$ cat src/rtl/mc_pkg.sv
// mc_pkg: shared definitions for the multi-cycle control FSM.
//   - state encoding (FETCH..WB)
//   - opcode / funct constants of the supported MIPS subset
//   - encodings of the pc_sel, reg_dst, wd_sel and alu_op selects
//   - one-hot instruction class produced by mc_decode
package mc_pkg;

    typedef enum logic [2:0] {
        StFetch  = 3'd0,
        StDecode = 3'd1,
        StExec   = 3'd2,
        StMem    = 3'd3,
        StWb     = 3'd4
    } state_e;

    localparam logic [5:0] OpRtype = 6'h00;
    localparam logic [5:0] OpOri   = 6'h0D;
    localparam logic [5:0] OpLui   = 6'h0F;
    localparam logic [5:0] OpLw    = 6'h23;
    localparam logic [5:0] OpSw    = 6'h2B;
    localparam logic [5:0] OpBeq   = 6'h04;
    localparam logic [5:0] OpJ     = 6'h02;
    localparam logic [5:0] OpJal   = 6'h03;

    localparam logic [5:0] FnAddu  = 6'h21;
    localparam logic [5:0] FnSubu  = 6'h23;
    localparam logic [5:0] FnJr    = 6'h08;

    localparam logic [1:0] PcPlus4  = 2'd0;
    localparam logic [1:0] PcBranch = 2'd1;
    localparam logic [1:0] PcJump   = 2'd2;
    localparam logic [1:0] PcReg    = 2'd3;

    localparam logic [1:0] DstRt    = 2'd0;
    localparam logic [1:0] DstRd    = 2'd1;
    localparam logic [1:0] DstRa    = 2'd2;

    localparam logic [1:0] WdAlu    = 2'd0;
    localparam logic [1:0] WdMem    = 2'd1;
    localparam logic [1:0] WdPc     = 2'd2;

    localparam logic [2:0] AluAdd   = 3'd0;
    localparam logic [2:0] AluSub   = 3'd1;
    localparam logic [2:0] AluOr    = 3'd2;
    localparam logic [2:0] AluLui   = 3'd3;

    // One-hot instruction class; all-zero means unknown (executes as nop).
    typedef struct packed {
        logic addu;
        logic subu;
        logic ori;
        logic lui;
        logic lw;
        logic sw;
        logic beq;
        logic j;
        logic jal;
        logic jr;
    } iclass_t;

endpackage

$ cat src/rtl/mc_decode.sv
// mc_decode: combinational instruction classifier.
//   opcode  in  6   IR[31:26]
//   funct   in  6   IR[5:0]
//   iclass  out     one-hot instruction class (all zero = unknown)
module mc_decode
    import mc_pkg::*;
(
    input  logic [5:0] opcode,
    input  logic [5:0] funct,
    output iclass_t    iclass
);

    always_comb begin
        iclass = '0;
        case (opcode)
            OpRtype: begin
                case (funct)
                    FnAddu:  iclass.addu = 1'b1;
                    FnSubu:  iclass.subu = 1'b1;
                    FnJr:    iclass.jr   = 1'b1;
                    default: ;
                endcase
            end
            OpOri:   iclass.ori = 1'b1;
            OpLui:   iclass.lui = 1'b1;
            OpLw:    iclass.lw  = 1'b1;
            OpSw:    iclass.sw  = 1'b1;
            OpBeq:   iclass.beq = 1'b1;
            OpJ:     iclass.j   = 1'b1;
            OpJal:   iclass.jal = 1'b1;
            default: ;
        endcase
    end

endmodule

$ cat src/rtl/mc_ctrl.sv
// mc_ctrl: multi-cycle control FSM for the MIPS subset core.
//   clk, reset (sync, active-high)
//   opcode, funct, zero          : registered IR fields and ALU zero flag
//   pc_we, pc_sel, ir_we         : PC / IR control
//   reg_we, reg_dst, wd_sel      : register file write control
//   alu_op, alu_src_b, ext_op    : ALU / immediate control
//   mem_we                       : data memory write enable
//   instr_done                   : pulse on the last state of each instruction
//   state                        : current FSM state (debug)
module mc_ctrl
    import mc_pkg::*;
(
    input  logic       clk,
    input  logic       reset,
    input  logic [5:0] opcode,
    input  logic [5:0] funct,
    input  logic       zero,
    output logic       pc_we,
    output logic [1:0] pc_sel,
    output logic       ir_we,
    output logic       reg_we,
    output logic [1:0] reg_dst,
    output logic [1:0] wd_sel,
    output logic [2:0] alu_op,
    output logic       alu_src_b,
    output logic       ext_op,
    output logic       mem_we,
    output logic       instr_done,
    output logic [2:0] state
);

    state_e  state_q, state_d;
    iclass_t cls;

    logic alu_class;   // result written back from the ALU
    logic rtype;

    mc_decode u_decode (
        .opcode (opcode),
        .funct  (funct),
        .iclass (cls)
    );

    assign rtype     = cls.addu | cls.subu;
    assign alu_class = rtype | cls.ori | cls.lui;
    assign state     = state_q;

    always_ff @(posedge clk) begin
        if (reset) begin
            state_q <= StFetch;
        end else begin
            state_q <= state_d;
        end
    end

    always_comb begin
        state_d = StFetch;
        case (state_q)
            StFetch:  state_d = StDecode;
            StDecode: if (alu_class | cls.lw | cls.sw | cls.beq) state_d = StExec;
            StExec: begin
                if (alu_class)           state_d = StWb;
                else if (cls.lw | cls.sw) state_d = StMem;
            end
            StMem:    if (cls.lw) state_d = StWb;
            default:  state_d = StFetch;
        endcase
    end

    always_comb begin
        pc_we      = 1'b0;
        pc_sel     = PcPlus4;
        ir_we      = 1'b0;
        reg_we     = 1'b0;
        reg_dst    = DstRt;
        wd_sel     = WdAlu;
        alu_op     = AluAdd;
        alu_src_b  = 1'b0;
        ext_op     = 1'b0;
        mem_we     = 1'b0;

        // ALU/address selects hold from EXEC through MEM and WB.
        if (state_q == StExec || state_q == StMem || state_q == StWb) begin
            unique case (1'b1)
                cls.subu: alu_op = AluSub;
                cls.beq:  alu_op = AluSub;
                cls.ori:  begin alu_op = AluOr;  alu_src_b = 1'b1; end
                cls.lui:  begin alu_op = AluLui; alu_src_b = 1'b1; end
                cls.lw,
                cls.sw:   begin alu_op = AluAdd; alu_src_b = 1'b1; ext_op = 1'b1; end
                default:  alu_op = AluAdd;
            endcase
        end

        case (state_q)
            StFetch: begin
                ir_we = 1'b1;
                pc_we = 1'b1;
            end
            StDecode: begin
                if (cls.j | cls.jal) begin
                    pc_we  = 1'b1;
                    pc_sel = PcJump;
                end
                if (cls.jal) begin
                    // Datapath PC already holds PC+4 here, which is the link value.
                    reg_we  = 1'b1;
                    reg_dst = DstRa;
                    wd_sel  = WdPc;
                end
                if (cls.jr) begin
                    pc_we  = 1'b1;
                    pc_sel = PcReg;
                end
            end
            StExec: begin
                if (cls.beq) begin
                    pc_sel = PcBranch;
                    pc_we  = zero;
                end
            end
            StMem: mem_we = cls.sw;
            StWb: begin
                reg_we  = alu_class | cls.lw;
                reg_dst = rtype  ? DstRd : DstRt;
                wd_sel  = cls.lw ? WdMem : WdAlu;
            end
            default: ;
        endcase

        instr_done = (state_q != StFetch) && (state_d == StFetch);

        // Nothing may be written while reset is held, including an aborted instruction.
        if (reset) begin
            pc_we      = 1'b0;
            ir_we      = 1'b0;
            reg_we     = 1'b0;
            mem_we     = 1'b0;
            instr_done = 1'b0;
        end
    end

endmodule

$ cat config.mk
export PLATFORM = sky130hd
export DESIGN_NAME = mc_ctrl
export DESIGN_NICKNAME = d
export VERILOG_FILES = /design/src/rtl/mc_pkg.sv /design/src/rtl/mc_decode.sv /design/src/rtl/mc_ctrl.sv
export SDC_FILE = /design/constraint.sdc
export NUM_CORES = 1
export LEC_CHECK = 0
export BUFFER_PORTS_ARGS = -buffer_cell sky130_fd_sc_hd__buf_2
export CAP_MARGIN = 20
export CORE_MARGIN = 2
export CORE_UTILIZATION = 36
export CTS_CLUSTER_DIAMETER = 200
export DETAILED_ROUTE_END_ITERATION = 8
export GPL_TIMING_DRIVEN = 1
export PLACE_DENSITY_LB_ADDON = 0.1
export SKIP_CTS_REPAIR_TIMING = 1
export SYNTH_ARGS = -nofsm -noshare
export SYNTH_HDL_FRONTEND = slang
export SYNTH_HIERARCHICAL = 1
export SYNTH_SLANG_ARGS = --single-unit
$ cat constraint.sdc
create_clock -name clk -period 2.1 [get_ports clk]
set_input_delay 0.315 -clock clk [delete_from_list [all_inputs] [get_ports clk]]
set_output_delay 0.315 -clock clk [all_outputs]
set_load 0.005 [all_outputs]
-- Word level (Yosys, flattened, before mapping)
Index checks and enable logic that the tools add are counted.
- flip-flop bits (word level): 3
- input port bits: 15
- output and inout port bits: 19
- word-level logic and storage cells: 78
- equality and inequality tests: 14
- muxes and demuxes: 45
- bitwise gates (word level): 8
- reductions and logical operators: 10
- operators by type and width (cell ; count):
    1-bit two-way mux ; 29
    6-bit == test, second input constant ; 4
    6-bit by 4-bit == test with 1-bit output, second input constant ; 3
    2-bit two-way mux ; 7
    6-bit by 2-bit == test with 1-bit output, second input constant ; 2
    2-bit case mux with 2 select lines ; 3
    3-bit case mux with 4 select lines ; 1
    1-bit OR ; 8
    3-bit by 2-bit == test with 1-bit output, second input constant ; 2
    6-bit by 3-bit == test with 1-bit output, second input constant ; 1
    3-bit zero test ; 2
    6-bit zero test ; 1
    3-bit two-way mux ; 2
    2-bit case mux with 3 select lines ; 1
    2-bit OR reduction ; 2
    4-bit OR reduction ; 1
    3-bit by 1-bit == test with 1-bit output, second input constant ; 1
    3-bit == test, second input constant ; 1
    1-bit case mux with 3 select lines ; 1
    3-bit nonzero test ; 1
    1-bit logical OR ; 2
    1-bit case mux with 2 select lines ; 1
    1-bit logical AND ; 1

-- Depth between registers and ports, before layout
- depth in word-level cells: 14
- depth in mapped cells: 6
- gate-level depth less buffers: 6

-- By module
Netlist, hierarchy kept.
- by module, submodules not included (module ; times used ; cells an instance ; area an instance (µm²) ; sequential area each (µm²)):
    mc_ctrl ; 1 ; 53 ; 366.6 ; 60.1
    mc_decode ; 1 ; 20 ; 130.1 ; 0.0

-- Worst setup path after synthesis
Ideal clock, no wire load.
- path type: input port to output port
- start: in funct[1]
- end: out pc_we
- arrival time: 1.988 ns
- required time: 1.785 ns
- slack: -0.203 ns
- stages: 6
- path buffers: 0
- cells stage by stage: or4b_2 nor3_1 nor3_1 nor3_1 nor2b_1 a2111oi_0
- RTL lines (what ; RTL line ; text):
    from (decl) ; mc_ctrl.sv:16 ; input logic [5:0] funct,
    to (decl) ; mc_ctrl.sv:18 ; output logic pc_we,

==> metrics <==
final count of hold timing violations 0; Synth cell types 32; Clock Sinks 3; Hold WC Path Type in2reg; Final Wtd Congestion ~0.74; status finished, violations left; sequential area share after synthesis 12.1%; Ys Warns 6; chip width approximately 41 um; Tmin final ~2.4 ns; Final ANT Viol Nets 0; Synth Instances 73; register clock-pin slew on the reported worst setup and hold paths approximately 0.040 ns; Reg2Reg Depth 4; H-tree level count 1; P_sw slightly below 80 uW; clk_lat worst skew 0.25 ns; CTS tree done; DR vias/cell slightly above 5; Sw Share between 30% and 40%; global route overflow 0; setup TNS -0.516 ns; failing checks negative setup slack; vias in the first global route 549; unrepaired setup endpoints after global routing true; post-synthesis cell area between 400 and 500 um^2; power per cell area 288 nW/um^2; largest net degree at the start of global routing 12; clk_skew around 0.00032 ns; max-cap violation count 0; Layout area overhead 75.8%; share of total power in the clock network approximately 44%; syn avg cell area 6.80 um^2; Num CTS Buffers 3; PortBufs 32; initial DRC count 6; origin of the critical flop-to-flop path state[0]; flop-to-flop setup slack 0.84 ns; Max Buffers Root-to-Sink 2; core region area about 1300 um^2; WHS 0.339 ns; CP Max Fanout 5; chip height a little over 40 um; reg2reg end state[2]; final std cell area, no fill about 870 um^2; hold worst-path end state[2]; Startpoint Class input port; Fmax achieved about 420 MHz; drt drc 0; final setup fails 3; hold path start reset; Nets between 100 and 150; Leakage between 0.4 and 0.5 nW; final period utilization 113%; peak supply drop between 0.0002 and 0.0003 V; first-pass GRT wire length roughly 2200 um; # rows 13; Wirelength per Cell around 11 um; Cell Int Power about 170 uW; DRT Pass-1 Iters 4; register bit total from synthesis 3; Starting Density a little under two fifths; crit path capture type output port; fin. max-slew vios 0; clock root cell clkbuf_4; Layout Utilization between 60% and 70%; I/O pins 34; detailed placement HPWL between 1000 and 1500 um; vias between 600 and 700; share of cells above drive strength 1 56.5%; Seq pwr share 25.1%; type of the worst setup path in2out; max reg flops 3; Worst EP arrival 2.05 ns; Hold Path Stages 2; initial antenna violation count 0; Comb pwr share a little under a third; # diodes 0; Net Count, Synth 88; DP Area approximately 810 um^2; required time of the critical path about 1.8 ns; die area about 1700 um^2; setup ws final -0.269 ns; Detailed Route WL roughly 1500 um; gr usage total ~20%
==> cell usage in the layout (no fill, tap or decap), drive strengths merged <==
master and n:
nor2b 2, buf 52, nor3b 3, and2 1
nor4 4, nand2 4, a2111oi 1, conb 1
or4b 1, inv 4, clkbuf 4, o21a 1
nand2b 1, and3 1, nor2 13, o21ai 2
or2b 1, a21oi 4, o2111ai 1, a22oi 1
nand3b 1, nor4b 1, or4 4, nor3 8
o211ai 1, nand3 2, and4b 1, nand4bb 1
dfxtp 3
==> Yosys cell counts, drive strengths merged <==
| cell type | n | area, um^2 |
|---|---|---|
| nor2 | 13 | 48.8 |
| nor3 | 8 | 40.0 |
| buf | 5 | 45.0 |
| a21oi | 4 | 20.0 |
| inv | 4 | 15.0 |
| nand2 | 4 | 15.0 |
| nor4 | 4 | 25.0 |
| or4 | 4 | 41.3 |
| dfxtp | 3 | 60.1 |
| nor3b | 3 | 27.5 |
| nand3 | 2 | 10.0 |
| nor2b | 2 | 12.5 |
| o21ai | 2 | 10.0 |
| a2111oi | 1 | 8.76 |
| a22oi | 1 | 7.51 |
| and2 | 1 | 6.26 |
| and3 | 1 | 6.26 |
| and4b | 1 | 10.0 |
| conb | 1 | 3.75 |
| nand2b | 1 | 8.76 |
| nand3b | 1 | 7.51 |
| nand4bb | 1 | 11.3 |
| nor4b | 1 | 8.76 |
| o2111ai | 1 | 8.76 |
| o211ai | 1 | 12.5 |
| o21a | 1 | 7.51 |
| or2b | 1 | 8.76 |
| or4b | 1 | 10.0 |
==> worst max path at each step <==
| stage | startpoint | end | depth (start not counted) |
|---|---|---|---|
| after global routing | opcode[4] | instr_done | 8 |
| after detailed placement | opcode[3] | instr_done | 8 |
| after CTS | opcode[3] | instr_done | 8 |
| after global placement | opcode[3] | instr_done | 8 |
| after floorplan | funct[3] | instr_done | 6 |
| final | opcode[0] | instr_done | 8 |
==> logic make-up after synthesis <==
kind of cell	Yosys count	share of synthesized area [%]
flops	3	12.1
other cells	1	0.755
compound gates	11	15.1
simple gates	49	60.0
buf+inv	9	12.1
==> area by class of cell <==
| class | count | area [um^2] |
|---|---|---|
| Clock buffer | 4 | 26.3 |
| Fill cell | 128 | 428 |
| Inverter | 4 | 15.0 |
| Multi-Input combinational cell | 61 | 430 |
| Sequential cell | 3 | 60.1 |
| Tap cell | 15 | 18.8 |
| Timing Repair Buffer | 52 | 323 |
==> metal layers <==
metal | routed length [um] | GRT usage [%]
met1 | 696 | 25.1
met2 | 662 | 30.5
met3 | 102 | 3.26
met4 | 36 | 14.5
met5 | 0 | 0
==> critical path, stage by stage <==
cell	delay, ns
buf_2	0.12
or4_4	0.17
nor4_4	0.05
or4_4	0.55
or4_4	0.43
o211ai_2	0.09
and4b_1	0.21
buf_2	0.11
==> power by group through the flow <==
stage | registers, mW | logic (mW) | clock network, mW
2_1_floorplan | 0.0607 | 0.0354 | 0
3_3_place_gp | 0.0641 | 0.0723 | 0
3_5_place_dp | 0.0641 | 0.0733 | 0
4_1_cts | 0.0632 | 0.0738 | 0.113
5_1_grt | 0.0638 | 0.0872 | 0.114
6_report | 0.0632 | 0.0785 | 0.110
==> per-stage QoR <==
step           setup WS (ns)  power, mW  cells
2_1_floorplan        0.00315     0.0960     73
3_3_place_gp          -0.250      0.136    134
3_5_place_dp          -0.300      0.137    134
4_1_cts               -0.313      0.250    138
5_1_grt               -0.326      0.265    139
6_report              -0.269      0.252    139
Note: power is estimated with default switching activity, not from simulation.
